File: src/rtl/controle_pkg.sv
// Shared types and default timing constants for the manoeuvre controller.
package controle_pkg;

    // State codes are also exported on the Estado debug port.
    typedef enum logic [2:0] {
        PARADO    = 3'd0,
        FRENTE    = 3'd1,
        RE        = 3'd2,
        GIRO_DIR  = 3'd3,
        GIRO_ESQ  = 3'd4,
        BLOQUEADO = 3'd5,
        ERRO      = 3'd6
    } estado_t;

    localparam int FILTRO_PADRAO     = 4;
    localparam int TEMPO_RE_PADRAO   = 50;
    localparam int TEMPO_GIRO_PADRAO = 25;

    // Larger of two integers, used to size the shared manoeuvre counter.
    function automatic int max_int(input int a, input int b);
        return (a > b) ? a : b;
    endfunction

endpackage

File: src/rtl/filtro_sensor.sv
// Debounce filter for one proximity sensor: the output only follows the raw
// input after FILTRO consecutive samples that disagree with the current output.
module filtro_sensor #(
    parameter int FILTRO = 4
) (
    input  logic Clock,
    input  logic Reset,
    input  logic entrada,
    output logic saida
);

    localparam int CW = (FILTRO > 1) ? $clog2(FILTRO) : 1;
    localparam logic [CW-1:0] LIMITE = CW'(FILTRO - 1);

    logic          saida_q, saida_d;
    logic [CW-1:0] conta_q, conta_d;

    // Count disagreeing samples; any agreeing sample restarts the run.
    always_comb begin
        saida_d = saida_q;
        conta_d = '0;
        if (entrada != saida_q) begin
            if (conta_q == LIMITE) begin
                saida_d = entrada;
                conta_d = '0;
            end else begin
                conta_d = conta_q + 1'b1;
            end
        end
    end

    // Filter state register with synchronous active-low reset.
    always_ff @(posedge Clock) begin
        if (!Reset) begin
            saida_q <= 1'b0;
            conta_q <= '0;
        end else begin
            saida_q <= saida_d;
            conta_q <= conta_d;
        end
    end

    assign saida = saida_q;

endmodule

File: src/rtl/controle_manobra.sv
// Obstacle-avoidance sequencer: filters the four sensors, runs timed and
// mutually exclusive manoeuvres, and decodes motor/steering enables from state.
module controle_manobra
    import controle_pkg::*;
#(
    parameter int FILTRO     = FILTRO_PADRAO,
    parameter int TEMPO_RE   = TEMPO_RE_PADRAO,
    parameter int TEMPO_GIRO = TEMPO_GIRO_PADRAO
) (
    input  logic       Clock,
    input  logic       Reset,
    input  logic       Ligar,
    input  logic       Sensor_Frontal,
    input  logic       Sensor_Direito,
    input  logic       Sensor_Esquerdo,
    input  logic       Sensor_Trazeiro,
    input  logic       Saida_Erro,
    output logic       Motor_Frente,
    output logic       Motor_Re,
    output logic       Virar_Direita,
    output logic       Virar_Esquerda,
    output logic       Bloqueado,
    output logic [2:0] Estado
);

    localparam int TEMPO_MAX = max_int(TEMPO_RE, TEMPO_GIRO);
    localparam int CW        = (TEMPO_MAX > 1) ? $clog2(TEMPO_MAX) : 1;
    localparam logic [CW-1:0] FIM_RE   = CW'(TEMPO_RE - 1);
    localparam logic [CW-1:0] FIM_GIRO = CW'(TEMPO_GIRO - 1);

    logic f_filt, d_filt, e_filt, t_filt;

    estado_t       estado_q, estado_d;
    logic [CW-1:0] contador_q, contador_d;

    filtro_sensor #(.FILTRO(FILTRO)) u_filtro_frontal (
        .Clock   (Clock),
        .Reset   (Reset),
        .entrada (Sensor_Frontal),
        .saida   (f_filt)
    );

    filtro_sensor #(.FILTRO(FILTRO)) u_filtro_direito (
        .Clock   (Clock),
        .Reset   (Reset),
        .entrada (Sensor_Direito),
        .saida   (d_filt)
    );

    filtro_sensor #(.FILTRO(FILTRO)) u_filtro_esquerdo (
        .Clock   (Clock),
        .Reset   (Reset),
        .entrada (Sensor_Esquerdo),
        .saida   (e_filt)
    );

    filtro_sensor #(.FILTRO(FILTRO)) u_filtro_trazeiro (
        .Clock   (Clock),
        .Reset   (Reset),
        .entrada (Sensor_Trazeiro),
        .saida   (t_filt)
    );

    // Pick the free side after reversing; right wins when both are free.
    function automatic estado_t decide_lado(input logic direito, input logic esquerdo);
        if (!direito) begin
            return GIRO_DIR;
        end else if (!esquerdo) begin
            return GIRO_ESQ;
        end else begin
            return BLOQUEADO;
        end
    endfunction

    // Next-state logic: error first, then run enable, then per-state rules.
    always_comb begin
        estado_d = estado_q;
        if (Saida_Erro) begin
            estado_d = ERRO;
        end else if (!Ligar) begin
            estado_d = PARADO;
        end else begin
            unique case (estado_q)
                PARADO:    estado_d = FRENTE;
                FRENTE:    if (f_filt) estado_d = RE;
                RE:        if ((contador_q == FIM_RE) || t_filt)
                               estado_d = decide_lado(d_filt, e_filt);
                GIRO_DIR,
                GIRO_ESQ:  if (contador_q == FIM_GIRO) estado_d = FRENTE;
                BLOQUEADO: if (!d_filt || !e_filt)
                               estado_d = decide_lado(d_filt, e_filt);
                ERRO:      estado_d = ERRO;
                default:   estado_d = PARADO;
            endcase
        end
    end

    // Manoeuvre timer: restarts on any state change, runs only while timed.
    always_comb begin
        contador_d = '0;
        if ((estado_d == estado_q) &&
            ((estado_q == RE) || (estado_q == GIRO_DIR) || (estado_q == GIRO_ESQ))) begin
            contador_d = contador_q + 1'b1;
        end
    end

    // State and timer registers; reset aborts any manoeuvre in progress.
    always_ff @(posedge Clock) begin
        if (!Reset) begin
            estado_q   <= PARADO;
            contador_q <= '0;
        end else begin
            estado_q   <= estado_d;
            contador_q <= contador_d;
        end
    end

    // Moore output decode straight from the state register.
    always_comb begin
        Motor_Frente   = (estado_q == FRENTE);
        Motor_Re       = (estado_q == RE);
        Virar_Direita  = (estado_q == GIRO_DIR);
        Virar_Esquerda = (estado_q == GIRO_ESQ);
        Bloqueado      = (estado_q == BLOQUEADO);
        Estado         = estado_q;
    end

endmodule

File: config.mk
export PLATFORM = sky130hd
export DESIGN_NAME = controle_manobra
export DESIGN_NICKNAME = d
export VERILOG_FILES = /design/src/rtl/controle_pkg.sv /design/src/rtl/filtro_sensor.sv /design/src/rtl/controle_manobra.sv
export SDC_FILE = /design/constraint.sdc
export NUM_CORES = 1
export LEC_CHECK = 0
export BUFFER_PORTS_ARGS = -buffer_cell sky130_fd_sc_hd__buf_2
export CORE_UTILIZATION = 45
export CTS_CLUSTER_SIZE = 16
export DETAILED_ROUTE_END_ITERATION = 16
export PLACE_DENSITY_LB_ADDON = 0.08
export SLEW_MARGIN = 25
export SYNTH_ARGS = -nofsm -noshare
export SYNTH_HDL_FRONTEND = slang
export SYNTH_SLANG_ARGS = --single-unit
File: constraint.sdc
create_clock -name Clock -period 3.4 [get_ports Clock]
set_input_delay 0.68 -clock Clock [delete_from_list [all_inputs] [get_ports Clock]]
set_output_delay 0.68 -clock Clock [all_outputs]
set_load 0.01 [all_outputs]
==> summary.md, run 1 <==
| Metric | Value |
|---|---|
| FP Rows | 18 |
| CTS Buffer Depth | 2 |
| Min-delay src | u_filtro_frontal.conta_q[0] |
| DRC Markers | 0 |
| H-tree depth | 1 |
| Power density cells | 333 mW/mm2 |
| First-pass GRT wire length | 3.68 mm |
| Hold crit path type | reg2reg |
| CTS Hold Bufs | 0 |
| Total grt overflow | 0 |
| Yosys top cell area share | 35.3% |
| Crit path buf inv count | 1 |
| Area growth, synth to finish | 10.3% |
| Leakage power | 0.514 nW |
| Diode count | 0 |
| Worst-Skew Late Latency | 290 ps |
| CP peak stage delay | 560 ps |
| Final Hold Fails | 0 |
| Ranking of synthesized cells by area | dfxtp_1, ha_1, nor2b_1 |
| Worst setup SP type | flop |
| Vias | 991 |
| Seq pwr share | 60.3% |
| Synth async-reset ratio | 0% |
| Pint | 0.326 mW |
| Fill cell count | 262 |
| Max-cap violations | 0 |
| Avg Synthesized Cell Area | 9.37 um2 |
| Clock Skew | 0.885 ps |
| Family with the most delay on the worst path | flip-flops |
| Kind of end point of the critical path | output pin |
| Clk pwr share | 26.5% |
| Fin. max-slew vios | 0 |
| CORE AREA | 0.00248 mm2 |
| Final setup violation count | 0 |
| Share of cells above drive strength 1 | 16.9% |
| Fin Setup TNS | 0 ps |
| Library cells used by synthesis | 41 |
| Worst EP required | 2720 ps |
| Worst path cell trace | nand2b_1 -> nor2_1 -> buf_2 |
| Fmax | 445 MHz |
| Worst setup margin | 1150 ps |
| Synth Cell Area | 0.00119 mm2 |
| Gr usage total | 18.2% |
| Die width | 53.4 um |
| Worst vdd rail ir drop | 0.196 mV |
| Outcome | complete, no violations |
| Initial antenna violation count | 0 |
| RSZ-0062 raised after global routing | false |
| Slew @ Worst Pin | 488 ps |
| Vias per cell | 5.76 |
| Critical Path AT | 1570 ps |
| Crit Path Max Fanout | 14 |
| Rel. slew slack | 67.4% |
| Drt wl/cell | 13.1 um |
| Initial DRC Count | 26 |
| Critical Path Source | Estado[1] |
| Slowest CP cell | dfxtp_1 |
| Fin crit share | 66.1% |
| Minimum clock period | 2250 ps |
| Initial core utilization | 48.0% |
| Yosys warnings | 0 |
| Setup bufs post-CTS | 0 |
| Drt first pass iters | 4 |
| Drt total wl | 2.25 mm |
| Die area | 0.00285 mm2 |
| Post-synth EDFFs | 0 |
| TritonCTS clock tree | done |
| Worst-path clk slew | 110 ps |
| #FFs+latches synth | 21 |
| DP Wirelength | 1.73 mm |
| Leading area contributor after synthesis | dfxtp_1 |
| Final GP Congestion | 0.876 |
| DP Worst Slack | 1380 ps |
| Pin count of the biggest net entering global routing | 17 |
| DRT antenna net count | 0 |
| Vias in the first global route | 818 |
| Clock Root Buffer | clkbuf_4 |
| Syn nets | 142 |
| Top FF cell, synth | dfxtp_1 |
| Layout Nets | 158 |
| Post-CTS Resized | 0 |
| Die Y | 53.4 um |
| Num ports | 16 |
| CTS sink cnt | 21 |
| Sw Share | 25.3% |
| Sequential share of the synthesized area | 35.3% |
| Logic pwr share | 13.3% |
| Mapped Cells | 127 |
| Placed Instance Area | 0.00129 mm2 |
| TritonCTS buffer count | 3 |
| Setup CP Type | reg2out |
| Port Buffers | 15 |
| Psw | 0.111 mW |
| Final Cell Area | 0.00131 mm2 |
| R2r startpoint | Estado[2] |
==> worst paths after layout <==
path	cells after the start	slack, ps	to
max reg2reg	5	1580	contador_q[4]
min reg2reg	1	430	u_filtro_frontal.conta_q[0]
max	3	1150	Motor_Re
min	1	430	u_filtro_frontal.conta_q[0]
==> cell usage in the layout, fill, tap and decap left out, types with 2 or more instances in the layout <==
cell type | netlist | routed
nand4_1 | 3 | 3
nand2b_1 | 6 | 6
nor4b_1 | 2 | 2
dfxtp_1 | 21 | 21
clkbuf_4 | 0 | 3
nor3_1 | 3 | 3
and4b_1 | 2 | 2
xnor2_1 | 4 | 4
o21ai_0 | 3 | 3
buf_2 | 1 | 15
o21a_1 | 2 | 2
nor2_1 | 6 | 6
nand3_1 | 2 | 2
nand2_1 | 7 | 7
mux2i_1 | 4 | 4
nor4_1 | 5 | 5
o22ai_1 | 2 | 2
nor4bb_1 | 4 | 4
xor2_1 | 4 | 4
a21oi_1 | 4 | 4
inv_1 | 4 | 4
ha_1 | 7 | 7
nor2b_1 | 9 | 9
and3_1 | 2 | 2
==> routing by layer <==
layer | vias up | wire length (um) | global-route usage [%]
li1 | 503 | - | -
met1 | 457 | 1080 | 25.0
met2 | 29 | 1020 | 26.9
met3 | 2 | 134 | 3.74
met4 | 0 | 20 | 7.89
met5 | - | 0 | 0
==> flip-flops by register name (all words and copies together), names as in the netlist <==
| register | count |
|---|---|
| u_filtro_esquerdo.conta_q | 2 |
| u_filtro_esquerdo.saida | 1 |
| u_filtro_direito.saida | 1 |
| u_filtro_frontal.conta_q | 2 |
| contador_q | 6 |
| u_filtro_direito.conta_q | 2 |
| u_filtro_frontal.saida | 1 |
| u_filtro_trazeiro.saida | 1 |
| u_filtro_trazeiro.conta_q | 2 |
| Estado | 3 |
==> final cells by class <==
type	count	area (um2)	area share, %
multi-input combinational	98	738	56.2
sequential	21	420	32.0
timing repair buffer	15	75.1	5.72
tap	30	37.5	2.86
clock buffer	4	26.3	2.00
inverter	4	15.0	1.14
==> synth_stat cells (2+ instances only) <==
master	count
nor2_1	6
and3_1	2
nand2_1	7
xnor2_1	4
mux2i_1	4
o21a_1	2
o22ai_1	2
nor3_1	3
inv_1	4
ha_1	7
and4b_1	2
xor2_1	4
nand3_1	2
nor4b_1	2
nor2b_1	9
dfxtp_1	21
nor4_1	5
clkbuf_1	3
nand4_1	3
nor4bb_1	4
nand2b_1	6
a21oi_1	4
o21ai_0	3
==> power groups by stage <==
stage / Clock, mW / Combinational [mW] / Sequential, mW
global route: 0.131 / 0.0654 / 0.265
detailed placement: 0 / 0.0580 / 0.269
finish: 0.116 / 0.0579 / 0.263
CTS: 0.123 / 0.0581 / 0.264
floorplan: 0 / 0.0434 / 0.265
global placement: 0 / 0.0572 / 0.269
==> per-stage QoR <==
| stage | hold WS (ps) | cells | power [mW] | util (%) |
|---|---|---|---|---|
| after floorplan | 405 | 127 | 0.308 | - |
| after global placement | 413 | 168 | 0.326 | 51.9 |
| after detailed placement | 425 | 168 | 0.327 | 51.9 |
| after CTS | 441 | 172 | 0.445 | 53.0 |
| after global routing | 453 | 172 | 0.462 | 53.0 |
| final | 434 | 172 | 0.437 | 53.0 |
==> cells by family after synthesis <==
group	Yosys count	synth area share (%)
AO/OA/AOI/OAI	22	14.7
XOR/XNOR	8	5.89
adder cells (fa/ha/maj)	7	7.36
buffers and inverters	8	2.63
flip-flops	21	35.3
multiplexers	4	3.37
AND/OR/NAND/NOR	57	30.7
==> worst reg2reg max path, stage by stage (launching register included) <==
cell and delay [ps]:
dfxtp_1 570, nand2b_1 270, nor2_1 130, o2111ai_1 140
nand4_1 270, nor4_1 350
Power figures use the tool's default switching activity.
==> inputs of run 2 (changes only) <==
==> constraint.sdc (replaced) <==
create_clock -name Clock -period 1.8 [get_ports Clock]
set_input_delay 0.36 -clock Clock [delete_from_list [all_inputs] [get_ports Clock]]
set_output_delay 0.36 -clock Clock [all_outputs]
set_load 0.01 [all_outputs]
==> summary.md, run 2 (synthesis gave the netlist of run 1 again) <==
| Metric | Value |
|---|---|
| Outcome | complete, no violations |
| Commonest cells after routing, fill and taps aside | dfxtp_1, buf_2, buf_4 |
| Crit Path Max Fanout | 6 (-8) |
| Initial antenna violation count | 0 (unchanged) |
| Share of cells above drive strength 1 | 28.3% (+11 points) |
| Register-to-register setup slack | 60 ps (-1520 ps) |
| First-pass GRT wire length | 4.00 mm (+8.8%) |
| TritonCTS buffer count | 3 (unchanged) |
| Area growth, synth to finish | 20.1% |
| Worst reg-to-reg path cell count | 6 (+1) |
| Commonest non-fill, non-tap cell in the layout | dfxtp_1 |
| Vias per cell | 5.71 (-0.82%) |
| Clock Skew | 6.43 ps (+5.54 ps) |
| H-tree depth | 1 (unchanged) |
| Hold crit path type | in2reg |
| Top reg by flops | contador_q |
| CTS Hold Bufs | 0 (unchanged) |
| Die Y | 53.4 um (unchanged) |
| Initial DRC Count | 21 (-19%) |
| Final Cell Area | 0.00143 mm2 (+8.9%) |
| Max FFs per register | 6 (unchanged) |
| Gr usage total | 19.6% (+1.4 points) |
| Total power | 0.867 mW (+98%) |
| Leakage power | 0.566 nW (+10%) |
| Worst-Skew Late Latency | 310 ps (+20 ps) |
| DP Worst Slack | 61.1 ps (-1320 ps) |
| Power density cells | 607 mW/mm2 (+82%) |
| Placed Instance Area | 0.00135 mm2 (+4.7%) |
| Min-delay src | Sensor_Direito |
| Worst vdd rail ir drop | 0.358 mV (+83%) |
| CORE AREA | 0.00248 mm2 (unchanged) |
| DRT antenna net count | 0 (unchanged) |
| Fmax | 575 MHz |
| Diode count | 0 (unchanged) |
| Total grt overflow | 0 (unchanged) |
| Hold endpoint | u_filtro_direito.saida |
| Pin count of the biggest net entering global routing | 16 (-1) |
| DP Wirelength | 1.92 mm (+11%) |
| Critical Path AT | 1950 ps (+380 ps) |
| Worst EP required | 2010 ps (-710 ps) |
| Worst setup margin | 59.8 ps (-1090 ps) |
| Max-cap violations | 0 (unchanged) |
| Drt total wl | 2.69 mm (+19%) |
| Num ports | 16 (unchanged) |
| Final Hold Fails | 0 (unchanged) |
| Final setup violation count | 0 (unchanged) |
| TritonCTS clock tree | done |
| Minimum clock period | 1740 ps |
| Critical Path Source | contador_q[1] |
| R2R Path End | contador_q[5] |
| Fin crit share | 96.7% |
| Vias in the first global route | 925 (+13%) |
| Vias | 1,040 (+4.9%) |
| Kind of end point of the critical path | flop |
| CTS Buffer Depth | 2 (unchanged) |
| Die area | 0.00285 mm2 (unchanged) |
| Worst-path clk slew | 120 ps (about the same) |
| Initial core utilization | 48.0% (unchanged) |
| Slew @ Worst Pin | 328 ps (-161 ps) |
| Worst setup SP type | flop |
| CTS sink cnt | 21 (unchanged) |
| Drt wl/cell | 14.8 um (+13%) |
| DRC Markers | 0 (unchanged) |
| Setup CP Type | reg2reg |
| Layout Nets | 168 (+6.3%) |
| Drt first pass iters | 4 (unchanged) |
| Fin. max-slew vios | 0 (unchanged) |
| R2r startpoint | contador_q[1] |
| Port Buffers | 15 (unchanged) |
| Final GP Congestion | 0.875 (-0.16%) |
| Clock Root Buffer | clkbuf_4 |
| Die width | 53.4 um (unchanged) |
| FP Rows | 18 (unchanged) |
| Worst Hold Depth | 3 (+2) |
| Rel. slew slack | 78.1% (+11 points) |
[run 2: cell types whose count changed in the layout (fill, tap and decap cells not counted), sizes merged]
cell,delta
buf,+10
[run 2: worst max-delay path by stage]
stage | slack [ps] | to
global route | -20 | contador_q[5]
CTS | 20 | contador_q[5]
floorplan | 210 | contador_q[1]
finish | 60 | contador_q[5]
detailed placement | 60 | contador_q[5]
global placement | 120 | contador_q[3]
[run 2: final cells by class]
class / count / area, um2
well taps: 30 / 37.5
repair buffers: 25 / 150
multi-input cells: 98 / 773
flip-flops and latches: 21 / 427
inverters: 4 / 15.0
clock buffers: 4 / 26.3
fillers: 233 / 1050
[run 2: critical path: stages, from the launching register on]
cell      delay [ps]
dfxtp_2          360
inv_1             60
ha_2             180
a31o_4           250
a311oi_4         320
a22oi_2          180
nor4_1           300
[run 2: power breakdown]
part | switching, mW | internal, mW | leakage [nW] | total (mW)
clock | 0.146 | 0.0865 | 0.0150 | 0.232
combinational | 0.0737 | 0.0675 | 0.378 | 0.141
sequential | 0.0144 | 0.479 | 0.173 | 0.493
[run 2: per-stage QoR]
stage | hold WS (ps) | utilization (%) | setup TNS [ps] | cells
6_report | 332 | 57.7 | 0 | 182
5_1_grt | 336 | 57.7 | -33.2 | 182
3_3_place_gp | 413 | 54.3 | 0 | 176
2_1_floorplan | 405 | - | 0 | 127
4_1_cts | 327 | 55.5 | 0 | 180
3_5_place_dp | 430 | 54.3 | 0 | 176
[run 2: what timing repair did]
item,in CTS,in global routing
buffers inserted,0,2
pin swaps,0,4
setup endpoints to repair,1,8
resized for setup,1,10
[run 2: per-layer routing]
layer / GRT usage (%) / vias to the layer above / share of wire (%)
met5: 0 / - / 0
met4: 9.21 / 0 / 1.2
met3: 4.89 / 4 / 2.8
met2: 29.0 / 19 / 46
met1: 26.2 / 494 / 50
li1: - / 523 / -
